### config.mk
export PLATFORM = sky130hd
export DESIGN_NAME = frame_accumulator_flat
export DESIGN_NICKNAME = d
export VERILOG_FILES = /design/src/rtl/frame_accumulator_if.sv /design/src/rtl/frame_accumulator.sv /design/src/flat_wrapper.sv
export SDC_FILE = /design/constraint.sdc
export NUM_CORES = 1
export LEC_CHECK = 0
export CAP_MARGIN = 20
export CORE_ASPECT_RATIO = 0.5
export CORE_MARGIN = 1
export CORE_UTILIZATION = 29
export CTS_CLUSTER_DIAMETER = 120
export CTS_CLUSTER_SIZE = 12
export DETAILED_ROUTE_END_ITERATION = 10
export HOLD_SLACK_MARGIN = 0.12
export PLACE_DENSITY = 0.55
export SYNTH_ARGS = -nofsm -noshare
export SYNTH_HDL_FRONTEND = slang
export SYNTH_SLANG_ARGS = --single-unit
### constraint.sdc
create_clock -name clk -period 7.14 [get_ports clk]
set_input_delay 1.428 -clock clk [delete_from_list [all_inputs] [get_ports clk]]
set_output_delay 1.428 -clock clk [all_outputs]
set_load 0.01 [all_outputs]
### src/rtl/frame_accumulator_if.sv
// Sample/result bundle for frame_accumulator.
// Purpose : carries the frame strobe, the incoming sample stream and the published
//           per-frame results between the sample datapath and the accumulator.
// Signals : adc_clock  - frame strobe (asynchronous to clk)
//           in_valid   - sample present this cycle
//           in_ch      - channel index of the sample
//           in_data    - signed sample
//           out_data   - published results, channel c at [c*OUT_W +: OUT_W]
//           out_valid  - one-cycle pulse when out_data updates
//           sample_cnt - accepted samples in the last published frame
//           busy       - a sample has been accepted since the last publish
//           ovf        - per-channel overflow flags (only with FRAME_ACC_OVF_FLAG_EN)
// Modports: master drives samples and observes results; slave is the accumulator.
interface frame_accumulator_if #(
    parameter int unsigned NUM_CH = 2,
    parameter int unsigned DATA_W = 16,
    parameter int unsigned OUT_W  = 16,
    parameter int unsigned CNT_W  = 8
);
    localparam int unsigned CH_W = (NUM_CH > 1) ? $clog2(NUM_CH) : 1;

    logic                       adc_clock;
    logic                       in_valid;
    logic [CH_W-1:0]            in_ch;
    logic signed [DATA_W-1:0]   in_data;
    logic [NUM_CH*OUT_W-1:0]    out_data;
    logic                       out_valid;
    logic [CNT_W-1:0]           sample_cnt;
    logic                       busy;
`ifdef FRAME_ACC_OVF_FLAG_EN
    logic [NUM_CH-1:0]          ovf;
`endif

    modport master (
        output adc_clock,
        output in_valid,
        output in_ch,
        output in_data,
        input  out_data,
        input  out_valid,
        input  sample_cnt,
`ifdef FRAME_ACC_OVF_FLAG_EN
        input  ovf,
`endif
        input  busy
    );

    modport slave (
        input  adc_clock,
        input  in_valid,
        input  in_ch,
        input  in_data,
        output out_data,
        output out_valid,
        output sample_cnt,
`ifdef FRAME_ACC_OVF_FLAG_EN
        output ovf,
`endif
        output busy
    );
endinterface

### src/rtl/frame_accumulator.sv
// Multi-channel signed frame accumulator.
// Purpose : sums signed samples per channel over one ADC frame. The rising edge of
//           adc_clock (synchronised into clk) ends the frame; the per-channel sums are
//           shifted, width-limited and published, and accumulation restarts.
// Ports   : clk    - system clock
//           rst_n  - asynchronous active-low reset
//           bus    - frame_accumulator_if slave (samples in, results out)
// Options : define FRAME_ACC_OVF_FLAG_EN to add per-channel sticky overflow flags
//           published on bus.ovf together with out_data.
module frame_accumulator #(
    parameter int unsigned NUM_CH    = 2,
    parameter int unsigned DATA_W    = 16,
    parameter int unsigned ACC_W     = 24,
    parameter int unsigned OUT_W     = 16,
    parameter int unsigned OUT_SHIFT = 0,
    parameter int unsigned SAT_EN    = 1,
    parameter int unsigned CNT_W     = 8
) (
    input logic              clk,
    input logic              rst_n,
    frame_accumulator_if.slave bus
);
    localparam int unsigned CH_W = (NUM_CH > 1) ? $clog2(NUM_CH) : 1;

    localparam logic [CH_W:0]      NUM_CH_L = NUM_CH[CH_W:0];
    localparam logic [CNT_W-1:0]   CNT_MAX  = '1;
    localparam logic [ACC_W-1:0]   ACC_MAX  = {1'b0, {(ACC_W-1){1'b1}}};
    localparam logic [ACC_W-1:0]   ACC_MIN  = {1'b1, {(ACC_W-1){1'b0}}};
    localparam logic [OUT_W-1:0]   OUT_MAX  = {1'b0, {(OUT_W-1){1'b1}}};
    localparam logic [OUT_W-1:0]   OUT_MIN  = {1'b1, {(OUT_W-1){1'b0}}};

    // Frame strobe synchroniser; r_sync[1] is the first metastability-safe stage.
    logic [2:0]             r_sync;
    logic                   w_tick;
    logic                   w_accept;
    logic signed [ACC_W:0]  w_sext;

    logic [CNT_W-1:0]       r_cnt;
    logic [CNT_W-1:0]       r_sample_cnt;
    logic                   r_out_valid;
    logic                   r_busy;

    logic [OUT_W-1:0]       w_ch_out [NUM_CH];

    assign w_tick   = r_sync[1] & ~r_sync[2];
    assign w_accept = bus.in_valid && ({1'b0, bus.in_ch} < NUM_CH_L);
    // One extra bit so the per-channel sum cannot overflow before the range check.
    assign w_sext   = {{(ACC_W + 1 - DATA_W){bus.in_data[DATA_W-1]}}, bus.in_data};

    always_ff @(posedge clk or negedge rst_n) begin
        if (!rst_n) begin
            r_sync <= 3'b000;
        end else begin
            r_sync <= {r_sync[1:0], bus.adc_clock};
        end
    end

    // Frame-level bookkeeping. A sample coincident with the tick opens the new frame.
    always_ff @(posedge clk or negedge rst_n) begin
        if (!rst_n) begin
            r_cnt        <= '0;
            r_sample_cnt <= '0;
            r_out_valid  <= 1'b0;
            r_busy       <= 1'b0;
        end else begin
            r_out_valid <= w_tick;
            if (w_tick) begin
                r_sample_cnt <= r_cnt;
                r_cnt        <= w_accept ? CNT_W'(1) : '0;
                r_busy       <= w_accept;
            end else if (w_accept) begin
                if (r_cnt != CNT_MAX) begin
                    r_cnt <= r_cnt + CNT_W'(1);
                end
                r_busy <= 1'b1;
            end
        end
    end

`ifdef FRAME_ACC_OVF_FLAG_EN
    logic w_ch_ovf [NUM_CH];
`endif

    for (genvar gc = 0; gc < NUM_CH; gc++) begin : g_ch
        logic                    w_hit;
        logic signed [ACC_W:0]   w_sum;
        logic                    w_acc_ovf;
        logic [ACC_W-1:0]        w_acc_add;
        logic signed [ACC_W-1:0] w_shr;
        logic [ACC_W-OUT_W:0]    w_top;
        logic                    w_fits;
        logic [OUT_W-1:0]        w_lim;
        logic signed [ACC_W-1:0] r_acc;
        logic [OUT_W-1:0]        r_out;

        assign w_hit     = w_accept && ({1'b0, bus.in_ch} == (CH_W + 1)'(gc));
        assign w_sum     = {r_acc[ACC_W-1], r_acc} + w_sext;
        assign w_acc_ovf = w_sum[ACC_W] ^ w_sum[ACC_W-1];

        always_comb begin
            w_acc_add = w_sum[ACC_W-1:0];
            if ((SAT_EN != 0) && w_acc_ovf) begin
                w_acc_add = w_sum[ACC_W] ? ACC_MIN : ACC_MAX;
            end
        end

        // The shifted value fits OUT_W when all bits from OUT_W-1 upward agree.
        assign w_shr  = r_acc >>> OUT_SHIFT;
        assign w_top  = w_shr[ACC_W-1:OUT_W-1];
        assign w_fits = (&w_top) | ~(|w_top);

        always_comb begin
            w_lim = w_shr[OUT_W-1:0];
            if ((SAT_EN != 0) && !w_fits) begin
                w_lim = w_shr[ACC_W-1] ? OUT_MIN : OUT_MAX;
            end
        end

        always_ff @(posedge clk or negedge rst_n) begin
            if (!rst_n) begin
                r_acc <= '0;
            end else if (w_tick) begin
                r_acc <= w_hit ? w_sext[ACC_W-1:0] : '0;
            end else if (w_hit) begin
                r_acc <= w_acc_add;
            end
        end

        always_ff @(posedge clk or negedge rst_n) begin
            if (!rst_n) begin
                r_out <= '0;
            end else if (w_tick) begin
                r_out <= w_lim;
            end
        end

        assign w_ch_out[gc] = r_out;

`ifdef FRAME_ACC_OVF_FLAG_EN
        logic r_sticky;
        logic r_ovf;

        // A fresh accumulate from zero on the tick cannot overflow, so sticky just clears.
        always_ff @(posedge clk or negedge rst_n) begin
            if (!rst_n) begin
                r_sticky <= 1'b0;
                r_ovf    <= 1'b0;
            end else if (w_tick) begin
                r_ovf    <= r_sticky | ~w_fits;
                r_sticky <= 1'b0;
            end else if (w_hit && w_acc_ovf) begin
                r_sticky <= 1'b1;
            end
        end

        assign w_ch_ovf[gc] = r_ovf;
`endif
    end

    always_comb begin
        bus.out_data = '0;
        for (int c = 0; c < NUM_CH; c++) begin
            bus.out_data[c*OUT_W +: OUT_W] = w_ch_out[c];
        end
    end

`ifdef FRAME_ACC_OVF_FLAG_EN
    always_comb begin
        bus.ovf = '0;
        for (int c = 0; c < NUM_CH; c++) begin
            bus.ovf[c] = w_ch_ovf[c];
        end
    end
`endif

    assign bus.out_valid  = r_out_valid;
    assign bus.sample_cnt = r_sample_cnt;
    assign bus.busy       = r_busy;
endmodule

### src/flat_wrapper.sv
// flat-port wrapper written by rule: the top's interface ports become plain ports
module frame_accumulator_flat 
#(
    parameter int unsigned NUM_CH    = 2,
    parameter int unsigned DATA_W    = 16,
    parameter int unsigned ACC_W     = 24,
    parameter int unsigned OUT_W     = 16,
    parameter int unsigned OUT_SHIFT = 0,
    parameter int unsigned SAT_EN    = 1,
    parameter int unsigned CNT_W     = 8
)
  (clk, rst_n, bus_adc_clock, bus_in_valid, bus_in_ch, bus_in_data, bus_out_data, bus_out_valid, bus_sample_cnt, bus_busy);
  frame_accumulator_if #(.NUM_CH(NUM_CH), .DATA_W(DATA_W), .OUT_W(OUT_W), .CNT_W(CNT_W)) bus_i ();
  input logic clk;
  input logic rst_n;
  input wire logic [$bits(bus_i.adc_clock)-1:0] bus_adc_clock;
  input wire logic [$bits(bus_i.in_valid)-1:0] bus_in_valid;
  input wire logic [$bits(bus_i.in_ch)-1:0] bus_in_ch;
  input wire logic [$bits(bus_i.in_data)-1:0] bus_in_data;
  output wire logic [$bits(bus_i.out_data)-1:0] bus_out_data;
  output wire logic [$bits(bus_i.out_valid)-1:0] bus_out_valid;
  output wire logic [$bits(bus_i.sample_cnt)-1:0] bus_sample_cnt;
  output wire logic [$bits(bus_i.busy)-1:0] bus_busy;
  assign bus_i.adc_clock = bus_adc_clock;
  assign bus_i.in_valid = bus_in_valid;
  assign bus_i.in_ch = bus_in_ch;
  assign bus_i.in_data = bus_in_data;
  assign bus_out_data = bus_i.out_data;
  assign bus_out_valid = bus_i.out_valid;
  assign bus_sample_cnt = bus_i.sample_cnt;
  assign bus_busy = bus_i.busy;
  frame_accumulator #(.NUM_CH(NUM_CH), .DATA_W(DATA_W), .ACC_W(ACC_W), .OUT_W(OUT_W), .OUT_SHIFT(OUT_SHIFT), .SAT_EN(SAT_EN), .CNT_W(CNT_W)) u_core (.clk(clk), .rst_n(rst_n), .bus(bus_i));
endmodule
After elaboration in Yosys (flattened, before gate mapping)
Cells that the tools add are included.
{ "classes": {"n_addsub": 3, "mul": 0, "div": 0, "order_cmp": 0, "n_eq_ne": 1, "shift": 0, "n_mux": 20, "bitwise_logic": 9, "n_reduce_logical": 11} }
{ "ops": {"columns": ["operator", "count"], "rows": [
  ["2-to-1 mux 24 bit", 10],
  ["2-to-1 mux 16 bit", 4],
  ["adder 24 x 16 -> 25 bit", 2],
  ["2-to-1 mux 8 bit", 3],
  ["AND reduction 9 bit", 2],
  ["OR reduction 9 bit", 2],
  ["adder 8 x 1 -> 8 bit (second input constant)", 1],
  ["!= test 8 bit (second input constant)", 1],
  ["nonzero test 2 bit", 4],
  ["NOT 1 bit", 4],
  ["2-to-1 mux 1 bit", 3],
  ["logical AND 1 bit", 2],
  ["bitwise OR 1 bit", 2],
  ["AND reduction 2 bit", 1],
  ["XOR 1 bit", 2],
  ["bitwise AND 1 bit", 1]
]} }
{ "word_totals": {"reg_bits": 101, "latch_bits": 0, "mem_bits_rw": 0, "mem_bits_ro": 0, "output_inout_bits": 42, "memories": 0} }

Longest topological paths before layout
{ "logic_depth": {"word_depth": 5, "ltp_mapped": 12, "mapped_depth_nobuf": 11} }

Least setup slack after synthesis
OpenSTA, ideal clock, no wires.
{ "synth_timing": {"path_type": "input to register", "startpoint": "input port bus_in_data[0]", "endpoint": "register u_core.g_ch[0].r_acc[22]", "setup_time_ns": 0.087, "t_arrival_ns": 3.710, "t_required_ns": 7.053, "slack_ns": 3.344, "stages": 11, "n_path_buf": 0, "path_cell_list": "ha_1 -> inv_1 -> fa_1 -> nand2b_1 -> a211oi_1 -> nor3_1 -> o31ai_2 -> a21boi_4 -> o311ai_4 -> nand2_2 -> o211ai_1"} }
{ "synth_via": {"elab_chain_cells": 5} }
{ "synth_rtl": {"columns": ["element", "line", "source"], "rows": [
  ["from (decl)", "flat_wrapper.sv:19", "input wire logic [$bits(bus_i.in_data)-1:0] bus_in_data;"],
  ["adder 24 x 16 -> 25 bit (*)", "frame_accumulator.sv:97", "assign w_sum = {r_acc[ACC_W-1], r_acc} + w_sext;"],
  ["2-to-1 mux 24 bit / XOR 1 bit (equally long branches)", "frame_accumulator.sv:103, frame_accumulator.sv:98", null],
  ["2-to-1 mux 24 bit (*)", "frame_accumulator.sv:102", "if ((SAT_EN != 0) && w_acc_ovf) begin"],
  ["2-to-1 mux 24 bit (*)", "frame_accumulator.sv:124", "end else if (w_hit) begin"],
  ["2-to-1 mux 24 bit (*)", "frame_accumulator.sv:122", "end else if (w_tick) begin"],
  ["to (signal assigned)", "frame_accumulator.sv:123", "r_acc <= w_hit ? w_sext[ACC_W-1:0] : '0;"],
  ["to (signal assigned)", "frame_accumulator.sv:125", "r_acc <= w_acc_add;"],
  ["to (decl)", "frame_accumulator.sv:93", "logic signed [ACC_W-1:0] r_acc;"]
]} }
Every way passes the cells marked *; elsewhere a longest branch is shown, timed or not. The select of a mux whose other input is x is not followed.
A chain may end at the register's enable or synchronous reset.

Worst setup path in the final report
{ "layout_timing": {"startpoint": "input port bus_in_data[0]", "endpoint": "register u_core.g_ch[0].r_acc[2]"} }
The elaborated chain is that of the path after synthesis.

==> run summary <==
Worst setup SP type -> input port
WL per Instance -> 16.9 um
Final Total Pwr -> 3.10 mW
final hold vios -> 0
GR Util All Layers -> 17.2%
initial cell density of the core -> 29.9%
fin crit share -> 68.5%
setup TNS -> 0 ns
Yosys Warn Count -> 0
Max Freq -> 205 MHz
Max-slew headroom -> 32.4%
Die ar. -> 25700 um^2
largest net degree at the start of global routing -> 84
# rows -> 40
cts hold-fix bufs -> 0
Synth Instances -> 862
Final ANT Viol Nets -> 0
H-tree Lvls -> 3
GR peak layer -> met2
worst hold path startpoint -> u_core.r_sync[0]$_DFF_PN0_
Global Route met3 Usage -> 2.34%
Pre-antenna DRT Iters -> 5
Worst-Margin Slew -> 1.01 ns
HPWL after detailed placement -> 15.8 mm
synth unique cells -> 72
Critical Path Sink Type -> flop
final net count -> 978
post-synthesis sequential area ratio -> 34.8%
DRT iter0 DRCs -> 463
initial antenna violation count -> 0
Fillers -> 2497
Setup Crit Path Kind -> in -> reg
CTS clock-pin slew for the worst setup and hold paths -> 0.08 ns
number of global-route vias before repair -> 6300
Skew-Pair Late Insertion Delay -> 0.36 ns
Worst setup startpoint -> bus_in_data[0]
GP Congestion -> 0.892
Post-Syn Area per Cell -> 8.42 um^2
Root Driver -> clkbuf_16
min cycle time layout -> 4.89 ns
CP Data Arrival Time -> 5.17 ns
DRC Markers -> 0
global-route wire length before repair -> 34.7 mm
met1 usage -> 25.2%
met2 GRT Util -> 26.2%
share of the synthesized area in the top cell type -> 34.8%
RR Startpoint -> u_core.g_ch[0].r_acc[0]$_DFFE_PN0P_
Max clock buf depth -> 2
share of layout cells above drive strength 1 -> 5.49%
routed wire length -> 21.1 mm
number of synthesized flops with an enable pin -> 0
Hold/Removal Path Class -> reg -> reg
total clock sinks -> 101
TritonCTS clock tree -> yes
Setup Skew -> 0.0123 ns
R2R Setup Slk -> 3.53 ns
IO buf count -> 62
Synth async-reset ratio -> 100%
most common cell in the netlist -> nand2_1
list of most frequent post-synthesis cells -> nand2_1, dfrtp_1, a21oi_1, o21ai_0, nor2_1
Critical R2R Capture -> u_core.g_ch[0].r_acc[2]$_DFFE_PN0P_
Post-CTS Resized -> 0
Syn Std Cell Area -> 7260 um^2
total core area -> 24300 um^2
die width -> 226 um
diode count -> 0
Overflow after GRT -> 0
Worst Hold Depth -> 0
syn_nets -> 934
status -> finished clean
Die H -> 114 um
max-cap violations -> 0
Vias per Instance -> 5.27
peak fanout along the critical path -> 21
Final Max Slew Viols -> 0
TritonCTS Buffers -> 9
Finish-stage setup viols -> 0
Top FF cell, synth -> dfrtp_1
synth top area cells -> dfrtp_1, ha_1, nand2_1, a21oi_1, o21ai_0
most area-hungry cell type in the Yosys netlist -> dfrtp_1
worst-case vdd ir drop -> 0.141 mV
Ports -> 63
Vias -> 6576
setup bufs post-CTS -> 0
Leakage -> 3.63 nW
Power Density -> 363 nW/um^2
WHS Endpoint -> u_core.r_sync[1]$_DFF_PN0_
Seq cells post-synth -> 101
Area Growth Syn to Fin -> 17.8%
Req. time, crit path -> 7.42 ns
unrepaired setup endpoints after global routing -> false
worst r2r path cells -> 11
cells by family after synthesis:
kind of cell,after synthesis,share of synthesized area [%]
compound gates,311,27.9
simple gates,287,18.0
flops,101,34.8
buf+inv,57,3.41
fa+ha+maj,53,9.27
xor+xnor,41,4.95
mux,12,1.67
power by group:
group          switching, mW  internal (mW)
sequential             0.173          0.741
clock                  0.259          0.252
combinational          0.957          0.719
critical path, cell delays in order:
cell and delay, ns:
clkdlybuf4s50_1 0.57, ha_1 0.24, inv_1 0.07, fa_1 0.40, nand2b_1 0.20, a211oi_1 0.37, nor3_1 0.17, o31ai_2 0.47
a21boi_4 0.19, a31oi_4 0.66, a32oi_1 0.20, a21oi_1 0.18
per-stage QoR:
stage	setup WS (ns)	area (um^2)	hold slack (ns)	instances	util (%)
global placement	1.98	8190	0.337	1228	33.7
detailed placement	1.92	8190	0.337	1228	33.7
global route	1.98	8550	0.366	1247	35.2
finish	2.25	8550	0.354	1247	35.2
floorplan	3.34	7260	0.331	862	-
CTS	2.32	8500	0.357	1244	35.0
layer usage:
metal  share of wire (%)  vias to the layer above
met3                 4.1                       25
met2                  43                      136
li1                    -                     3263
met4                 1.4                        0
met5                   0                        -
met1                  51                     3152
cell type report:
class / count / area (um^2) / area share (%)
multi-input combinational: 704 / 4500 / 52.6
sequential: 101 / 2530 / 29.6
timing repair buffer: 73 / 724 / 8.47
tap: 336 / 420 / 4.92
clock buffer: 9 / 225 / 2.63
clock inverter: 7 / 86.3 / 1.01
inverter: 17 / 63.8 / 0.746
layout by cell type, fill, tap and decap left out, types with 4 or more instances in the layout:
master and count:
o21bai_1 5, a22oi_1 11, a21o_1 12, ha_1 49, inv_1 17, buf_4 10, o2111ai_1 4, mux2i_1 11
o211ai_1 14, clkbuf_16 9, a21oi_1 96, nand2b_1 11, a32oi_1 7, o21ai_1 18, o21ai_0 79, nand2_1 129
nor2b_1 10, nand3_1 19, nor3_1 15, or3_1 7, clkdlybuf4s50_1 61, xnor2_1 19, o221ai_1 7, o21a_1 6
and3_1 4, nand4_1 12, o31ai_2 4, xor2_1 22, a211oi_1 6, nor2_1 60, dfrtp_1 101, o22ai_1 4
state kept, by name, indices dropped and copies added, names as in the netlist:
signal                 count
u_core.bus.sample_cnt      8
u_core.bus.out_valid       1
u_core.bus.busy            1
u_core.g_ch.r_acc         48
u_core.r_cnt               8
u_core.g_ch.r_out         32
u_core.r_sync              3
how the worst max path moves through the flow:
stage                                           endpoint  slack, ns  cells after the start
floorplan           u_core.g_ch[0].r_acc[22]$_DFFE_PN0P_       3.34                     11
global placement     u_core.g_ch[1].r_acc[9]$_DFFE_PN0P_       1.98                      9
detailed placement   u_core.g_ch[1].r_acc[9]$_DFFE_PN0P_       1.92                      9
CTS                  u_core.g_ch[1].r_acc[9]$_DFFE_PN0P_       2.32                      9
global route         u_core.g_ch[1].r_acc[9]$_DFFE_PN0P_       1.98                      9
finish               u_core.g_ch[0].r_acc[2]$_DFFE_PN0P_       2.25                     12
Power figures use the tool's default switching activity.
